===== config.mk =====
export PLATFORM = sky130hd
export DESIGN_NAME = pipeline_hazard_ctrl
export DESIGN_NICKNAME = d
export VERILOG_FILES = /design/src/rtl/pipeline_hazard_ctrl.sv
export SDC_FILE = /design/constraint.sdc
export NUM_CORES = 1
export LEC_CHECK = 0
export CAP_MARGIN = 20
export CORE_MARGIN = 3
export CORE_UTILIZATION = 35
export DETAILED_ROUTE_END_ITERATION = 10
export SETUP_SLACK_MARGIN = 0.5
export SLEW_MARGIN = 20
export SYNTH_ARGS = -nofsm -noshare
export SYNTH_HDL_FRONTEND = slang
export SYNTH_SLANG_ARGS = --single-unit
export TNS_END_PERCENT = 50

===== constraint.sdc =====
create_clock -name clk -period 4.1 [get_ports clk]
set_input_delay 0.41 -clock clk [delete_from_list [all_inputs] [get_ports clk]]
set_output_delay 0.41 -clock clk [all_outputs]
set_load 0.1 [all_outputs]

===== src/rtl/pipeline_hazard_ctrl.sv =====
// pipeline_hazard_ctrl: stall/flush sequencer for the 5-stage pipeline.
// It detects load-use hazards, taken branches resolved in EX and data-memory
// wait states, and drives the PC / IF/ID / ID/EX / EX/MEM enables.
// Outputs are combinational from state and inputs. A 16-bit counter times
// multi-cycle stalls and flushes, and also counts memory-wait cycles.
// Optional build macro HAZARD_PERF_EN adds 32-bit wrap-around counters for
// stall, flush and memory-wait cycles.
module pipeline_hazard_ctrl #(
  parameter int REG_AW            = 5,
  parameter int LOAD_STALL_CYCLES = 1,
  parameter int FLUSH_CYCLES      = 1,
  parameter int MEM_TIMEOUT       = 255
) (
  input  logic              clk,
  input  logic              rst,
  input  logic              id_valid,
  input  logic [REG_AW-1:0] id_rs1,
  input  logic [REG_AW-1:0] id_rs2,
  input  logic              id_uses_rs2,
  input  logic [REG_AW-1:0] ex_rd,
  input  logic              ex_memread,
  input  logic              ex_branch_taken,
  input  logic              mem_busy,
  output logic              pc_write,
  output logic              ifid_write,
  output logic              ifid_flush,
  output logic              idex_flush,
  output logic              idex_hold,
  output logic              mem_timeout
`ifdef HAZARD_PERF_EN
  ,
  output logic [31:0]       stall_cnt,
  output logic [31:0]       flush_cnt,
  output logic [31:0]       memwait_cnt
`endif
);

  typedef enum logic [1:0] {
    RUN     = 2'd0,
    STALL   = 2'd1,
    FLUSH   = 2'd2,
    MEMWAIT = 2'd3
  } state_t;

  localparam logic [15:0] STALL_RELOAD = 16'(LOAD_STALL_CYCLES - 1);
  localparam logic [15:0] FLUSH_RELOAD = 16'(FLUSH_CYCLES - 1);
  localparam logic [15:0] TIMEOUT_VAL  = 16'(MEM_TIMEOUT);

  state_t      state, state_nxt;
  logic [15:0] cnt, cnt_nxt;
  logic        hazard;

  assign hazard = id_valid && ex_memread && (ex_rd != '0) &&
                  ((ex_rd == id_rs1) || (id_uses_rs2 && (ex_rd == id_rs2)));

  // Output decode and next-state selection; priority mem_busy > branch > hazard.
  // A MEMWAIT state released by !mem_busy falls through to the RUN rules.
  always_comb begin
    pc_write   = 1'b1;
    ifid_write = 1'b1;
    ifid_flush = 1'b0;
    idex_flush = 1'b0;
    idex_hold  = 1'b0;
    state_nxt  = state;
    cnt_nxt    = cnt;
    if (rst) begin
      pc_write   = 1'b0;
      ifid_write = 1'b0;
      ifid_flush = 1'b1;
      idex_flush = 1'b1;
      state_nxt  = RUN;
      cnt_nxt    = '0;
    end else if (mem_busy) begin
      pc_write   = 1'b0;
      ifid_write = 1'b0;
      idex_hold  = 1'b1;
      state_nxt  = MEMWAIT;
      // cnt still carries a stall/flush count on entry; restart the busy run
      if (state != MEMWAIT)
        cnt_nxt = 16'd1;
      else if (cnt != '1)
        cnt_nxt = cnt + 16'd1;
    end else if (ex_branch_taken || (state == FLUSH)) begin
      ifid_flush = 1'b1;
      idex_flush = 1'b1;
      if (ex_branch_taken) begin
        if (FLUSH_CYCLES > 1) begin
          state_nxt = FLUSH;
          cnt_nxt   = FLUSH_RELOAD;
        end else begin
          state_nxt = RUN;
          cnt_nxt   = '0;
        end
      end else if (cnt <= 16'd1) begin
        state_nxt = RUN;
        cnt_nxt   = '0;
      end else begin
        cnt_nxt = cnt - 16'd1;
      end
    end else if (hazard || (state == STALL)) begin
      pc_write   = 1'b0;
      ifid_write = 1'b0;
      idex_flush = 1'b1;
      if (state == STALL) begin
        if (cnt <= 16'd1) begin
          state_nxt = RUN;
          cnt_nxt   = '0;
        end else begin
          cnt_nxt = cnt - 16'd1;
        end
      end else if (LOAD_STALL_CYCLES > 1) begin
        state_nxt = STALL;
        cnt_nxt   = STALL_RELOAD;
      end else begin
        state_nxt = RUN;
        cnt_nxt   = '0;
      end
    end else begin
      state_nxt = RUN;
      cnt_nxt   = '0;
    end
  end

  // State, counter and sticky timeout flag.
  always_ff @(posedge clk or posedge rst) begin
    if (rst) begin
      state       <= RUN;
      cnt         <= '0;
      mem_timeout <= 1'b0;
    end else begin
      state <= state_nxt;
      cnt   <= cnt_nxt;
      if (mem_busy && (cnt_nxt >= TIMEOUT_VAL))
        mem_timeout <= 1'b1;
    end
  end

`ifdef HAZARD_PERF_EN
  // Performance counters for stall, flush and memory-wait cycles.
  always_ff @(posedge clk or posedge rst) begin
    if (rst) begin
      stall_cnt   <= '0;
      flush_cnt   <= '0;
      memwait_cnt <= '0;
    end else begin
      if (!pc_write && !mem_busy) stall_cnt   <= stall_cnt + 32'd1;
      if (ifid_flush)             flush_cnt   <= flush_cnt + 32'd1;
      if (idex_hold)              memwait_cnt <= memwait_cnt + 32'd1;
    end
  end
`endif

endmodule


==> impl_metrics.env, run 1 <==
export IMPL_ctsHoldBuffers=0
export IMPL_hold_viol=0
export IMPL_routedWlPerCell_um=16.83
export IMPL_synth_area_um2=1899
export IMPL_htreeDepth=1
export IMPL_peakVddDrop_v=0.0001621
export IMPL_yosysUniqueCellTypes=55
export IMPL_endpoint_kind="output pin"
export IMPL_rsz0062_at_grt="false"
export IMPL_io_buffers=27
export IMPL_cp_required_ns=3.69
export IMPL_cp_start_kind="input pin"
export IMPL_synth_adder_area_share=0.01976
export IMPL_status="finished, final reports clean"
export IMPL_area_sequential_um2=475.5
export IMPL_async_flop_share=1.000
export IMPL_grt_pass1_vias=1783
export IMPL_setup_viol=0
export IMPL_syn2layout_area_growth_pct=15.09
export IMPL_via_per_inst=5.838
export IMPL_tightest_slew_ns=0.9766
export IMPL_slew_headroom=0.3469
export IMPL_crit_type="input pin to output pin"
export IMPL_period_needed_ns=3.041
export IMPL_clock_path_buffers=2
export IMPL_p_leak_nw=0.8320
export IMPL_ff2ff_setup_slack_ns=1.25
export IMPL_syn_avg_cell_area_um2=8.152
export IMPL_synth_compound_area_frac=0.1957
export IMPL_cts_root_buf="clkbuf_8"
export IMPL_drive_gt1_frac=0.1061
export IMPL_finalMaxSlewViolations=0
export IMPL_power_w=0.0005619
export IMPL_synth_top_family_by_area="simple AND/OR/NAND/NOR gates"
export IMPL_grt_overflow_total=0
export IMPL_grt_max_degree=21
export IMPL_postRouteAntennaNets=0
export IMPL_cts_buffers=3
export IMPL_ioPinCount=28
export IMPL_num_nets_final=271
export IMPL_synth_seq_cells=19
export IMPL_yosys_warnings=0
export IMPL_hold_class="input pin to async pin"
export IMPL_diodes=0
export IMPL_seq_area_frac_synth=0.2503
export IMPL_synth_edf_count=0
export IMPL_wirelength_um=5302
export IMPL_nFillCells=537
export IMPL_path_clk_slew_ns=0.09
export IMPL_synth_nets=258
export IMPL_p_per_area_nw_per_um2=257.0
export IMPL_start_util=0.3672
export IMPL_dpl_hpwl_um=3959
export IMPL_synthFlopType="dfrtp_1"
export IMPL_antenna_found_initial=0
export IMPL_timing_final_crit_share=0.7418
export IMPL_post_cts_resize_count=0
export IMPL_drtIter0Drc=169
export IMPL_fin_setup_tns_ns=0
export IMPL_clk_latency_ns=0.27
export IMPL_dieWidth_um=79.67
export IMPL_grt_usage=0.1746
export IMPL_rows=26
export IMPL_fmax_ghz=0.3288
export IMPL_cap_violations=0
export IMPL_core_um2=5172
export IMPL_synthXorXnorAreaFrac=0.1337
export IMPL_die_h_um=79.67
export IMPL_synth_area_mux_share=0.01054
export IMPL_critPathMaxFanout=18
export IMPL_die_area_um2=6347
export IMPL_post_cts_buffers=0
export IMPL_postSynthCellCount=233
export IMPL_numClockSinks=19
export IMPL_crit_arrival_ns=2.63
export IMPL_grt_pass1_wl_um=8673
export IMPL_cts_tree="yes"
export IMPL_route_detailed_drc=0
export IMPL_synth_simple_area_share=0.3149
export IMPL_finClkSkew_ns=0.005122
export IMPL_vias=1839
export IMPL_firstDrtPassIters=4
export IMPL_multiInputGateArea_um2=1286
export IMPL_gp_congestion=0.8848
[final timing paths]
check	startpoint	endpoint	depth (start not counted)
hold / removal	rst	cnt[6]	3
max in group asynchronous	rst	cnt[9]	3
setup / recovery	mem_busy	idex_flush	5
min in group clk	mem_timeout	mem_timeout	3
hold reg to reg	mem_timeout	mem_timeout	3
setup reg to reg	cnt[0]	mem_timeout	10
[cells by family after synthesis]
family	Yosys count
buffers and inverters	26
muxes	2
AOI/OAI and AO/OA	56
xor gates and xnor gates	29
DFF	19
adders and majority gates	3
and+or+nand+nor	98
[sequential cells by signal, indices dropped and copies added (netlist names)]
register / count
state: 2
cnt: 16
mem_timeout: 1
[critical path, cell delays in order]
cell and delay [ns]:
clkdlybuf4s50_1 0.93, nand2_1 0.44, inv_1 0.46, o21bai_1 0.13, buf_4 0.25
[cell type report]
class                   count  area share
flip-flops and latches     19      0.2175
clock buffers               3     0.01889
repair buffers             28      0.1214
inverters                   6     0.01030
clock inverters             1    0.003434
multi-input cells         188      0.5884
well taps                  70     0.04007
[where the power goes]
group | internal, W | switching [W]
registers | 0.000197 | 0.0000249
clock network | 0.0000688 | 0.0000797
logic | 0.0000795 | 0.000112
[metrics by stage]
step           hold slack, ns  utilization  setup WS, ns  instances  instance area, µm²
2_1_floorplan          0.3777            -        0.9529        233                1904
3_3_place_gp           0.6378       0.4132        0.9332        311                2137
3_5_place_dp           0.6365       0.4132        0.9394        311                2137
4_1_cts                0.6039       0.4226         1.111        315                2186
5_1_grt                0.6189       0.4226        0.9208        315                2186
6_report               0.5811       0.4226         1.059        315                2186
[cells in the final DEF (no fill, tap or decap), types with 4 or more instances in the layout]
master | synthesis | routed
nand4_1 | 4 | 4
xnor2_1 | 16 | 16
nor3_1 | 14 | 13
a21oi_1 | 14 | 14
nand2_1 | 17 | 17
clkdlybuf4s50_1 | 0 | 22
buf_4 | 4 | 6
o21ai_0 | 15 | 15
nand3_1 | 12 | 12
o21ai_1 | 4 | 4
and2_1 | 7 | 7
xor2_1 | 13 | 13
dfrtp_1 | 19 | 19
inv_1 | 6 | 6
nor2_1 | 13 | 13
and4_1 | 4 | 4
[per-layer routing]
metal	vias up	routed length [µm]	global-route usage
li1	865	-	-
met1	860	2459	0.2516
met2	100	2263	0.2479
met3	14	441	0.04628
met4	0	137	0.06186
met5	-	0	0
[synthesized netlist by cell type (all sizes together) (5+ instances only)]
| cell type | number | area share |
|---|---|---|
| nor4 | 5 | 0.032 |
| xnor2 | 16 | 0.074 |
| nor2 | 14 | 0.029 |
| buf | 18 | 0.059 |
| nand4 | 6 | 0.031 |
| nand3 | 13 | 0.037 |
| nor3 | 14 | 0.037 |
| inv | 6 | 0.012 |
| nand2 | 17 | 0.034 |
| and2 | 8 | 0.028 |
| xor2 | 13 | 0.060 |
| dfrtp | 19 | 0.25 |
| o21ai | 20 | 0.055 |
| a21oi | 14 | 0.037 |
(Power assumes the default switching activity.)
==> run 2, diff against run 1 <==
==> constraint.sdc (replaced) <==
create_clock -name clk -period 2.61 [get_ports clk]
set_input_delay 0.261 -clock clk [delete_from_list [all_inputs] [get_ports clk]]
set_output_delay 0.261 -clock clk [all_outputs]
set_load 0.1 [all_outputs]
==> impl_metrics.env, run 2 (synthesized netlist as in run 1, its figures left out) <==
export IMPL_regMostFlops="cnt"
export IMPL_fmax_ghz=0.4305
export IMPL_fin_setup_tns_ns=0
export IMPL_cp_start_kind="flop"
export IMPL_drtIter0Drc=160
export IMPL_ctsHoldBuffers=0
export IMPL_tightest_slew_ns=0.4974
export IMPL_cp_required_ns=2.76
export IMPL_clk_latency_ns=0.27
export IMPL_hold_viol=0
export IMPL_grt_max_degree=21
export IMPL_dpl_hpwl_um=4095
export IMPL_top_regs="cnt: 16 flops, state: 2 flops, mem_timeout: 1 flops"
export IMPL_gp_congestion=0.9536
export IMPL_num_nets_final=307
export IMPL_largest_reg_flops=16
export IMPL_start_util=0.3672
export IMPL_timing_final_crit_share=0.8901
export IMPL_clock_path_buffers=2
export IMPL_io_buffers=27
export IMPL_peakVddDrop_v=0.0002407
export IMPL_die_h_um=79.67
export IMPL_numClockSinks=19
export IMPL_core_um2=5172
export IMPL_rsz0062_at_grt="true"
export IMPL_postRouteAntennaNets=0
export IMPL_p_per_area_nw_per_um2=368.9
export IMPL_rows=26
export IMPL_finalMaxSlewViolations=0
export IMPL_route_detailed_drc=0
export IMPL_rr_worst_depth=9
export IMPL_p_leak_nw=1.053
export IMPL_layout_common_cells="buf_4, nand2_1, xnor2_1"
export IMPL_cap_violations=0
export IMPL_htreeDepth=1
export IMPL_antenna_found_initial=0
export IMPL_hold_class="input pin to async pin"
export IMPL_wirelength_um=5913
export IMPL_vias=1963
export IMPL_cts_tree="yes"
export IMPL_ioPinCount=28
export IMPL_critPathMaxFanout=5
export IMPL_ff2ff_setup_slack_ns=0.29
export IMPL_cts_root_buf="clkbuf_8"
export IMPL_grt_usage=0.1929
export IMPL_period_needed_ns=2.323
export IMPL_finClkSkew_ns=0.004567
export IMPL_firstDrtPassIters=4
export IMPL_syn2layout_area_growth_pct=37.22
export IMPL_setup_viol=0
export IMPL_rr_startpoint="cnt[0]"
export IMPL_final_common_cell="buf_4"
export IMPL_cts_buffers=3
export IMPL_r2r_end="mem_timeout"
export IMPL_grt_overflow_total=0
export IMPL_setup_slack_ns=0.2869
export IMPL_slew_headroom=0.6664
export IMPL_nFillCells=489
export IMPL_status="finished, final reports clean"
export IMPL_crit_type="flop to flop"
export IMPL_diodes=0
export IMPL_dieWidth_um=79.67
export IMPL_endpoint_kind="flop"
export IMPL_grt_pass1_vias=1963
export IMPL_routedWlPerCell_um=16.85
export IMPL_die_area_um2=6347
export IMPL_dp_slack_ns=0.01368
export IMPL_crit_arrival_ns=2.47
export IMPL_grt_pass1_wl_um=9591
export IMPL_path_clk_slew_ns=0.09
export IMPL_drive_gt1_frac=0.3381
export IMPL_via_per_inst=5.593
export IMPL_final_util=0.5039
-- run 2: cell count changes in the layout (fill, tap and decap cells not counted), moves of 3 or more --
cell             change
buf_12               +5
buf_4               +31
clkbuf_2             +3
clkdlybuf4s50_1     -14
dfrtp_1              -9
dfrtp_2              +9
dlygate4sd2_1        +5
nor3_1               -5
nor3_2               +4
-- run 2: how the worst max path moves through the flow --
stage | start | endpoint | slack (ns) | cells past startpoint
after global routing | cnt[1] | mem_timeout | 0.17 | 11
after floorplan | cnt[0] | mem_timeout | 0.32 | 9
after global placement | cnt[2] | mem_timeout | 0.06 | 8
after CTS | cnt[0] | mem_timeout | 0.33 | 9
final | cnt[0] | mem_timeout | 0.29 | 9
after detailed placement | cnt[2] | mem_timeout | 0.01 | 8
-- run 2: area by class of cell --
cell class                      count  area [µm²]  share of cell area
Sequential cell                    19       486.7              0.1867
Inverter                            6       22.52            0.008641
Tap cell                           70       87.58             0.03361
Timing Repair Buffer               64       570.5              0.2189
Clock buffer                        3       41.29             0.01584
Multi-Input combinational cell    188        1393              0.5343
Clock inverter                      1       5.005            0.001920
-- run 2: layer usage --
metal  wire length, µm  vias up  GRT usage
met5                 0        -          0
met4               196        0    0.08419
met3               444       17    0.04176
met2              2808       79     0.3155
met1              2463      928     0.2424
li1                  -      939          -
-- run 2: where the power goes --
group          leakage [nW]  internal (W)  switching [W]
clock network        0.0255      0.000107       0.000117
registers             0.236      0.000311      0.0000273
logic                 0.792      0.000184       0.000216
total                  1.05      0.000601       0.000360
-- run 2: worst max-delay path, stage by stage (launching register included) --
cell     delay, ns
dfrtp_2       0.42
ha_2          0.23
nand3_4       0.12
or2_4         0.28
nor4_2        0.26
o31ai_1       0.12
a22o_1        0.23
a211o_1       0.26
o41ai_2       0.19
o21ai_1       0.09
-- run 2: stage by stage --
stage	power (W)	hold slack [ns]	area (µm²)	std cells
6_report	0.0009613	0.5100	2606	351
5_1_grt	0.001013	0.5555	2606	351
3_5_place_dp	0.0007006	0.6365	2385	330
4_1_cts	0.0009486	0.5363	2582	348
2_1_floorplan	0.0005836	0.2364	1968	233
3_3_place_gp	0.0007004	0.6418	2385	330
-- run 2: what timing repair did --
action	4_1_cts	5_1_grt
setup endpoints to repair	6	8
cloned	0	0
pin swaps	14	15
setup buffers	14	3
resized for setup	33	16
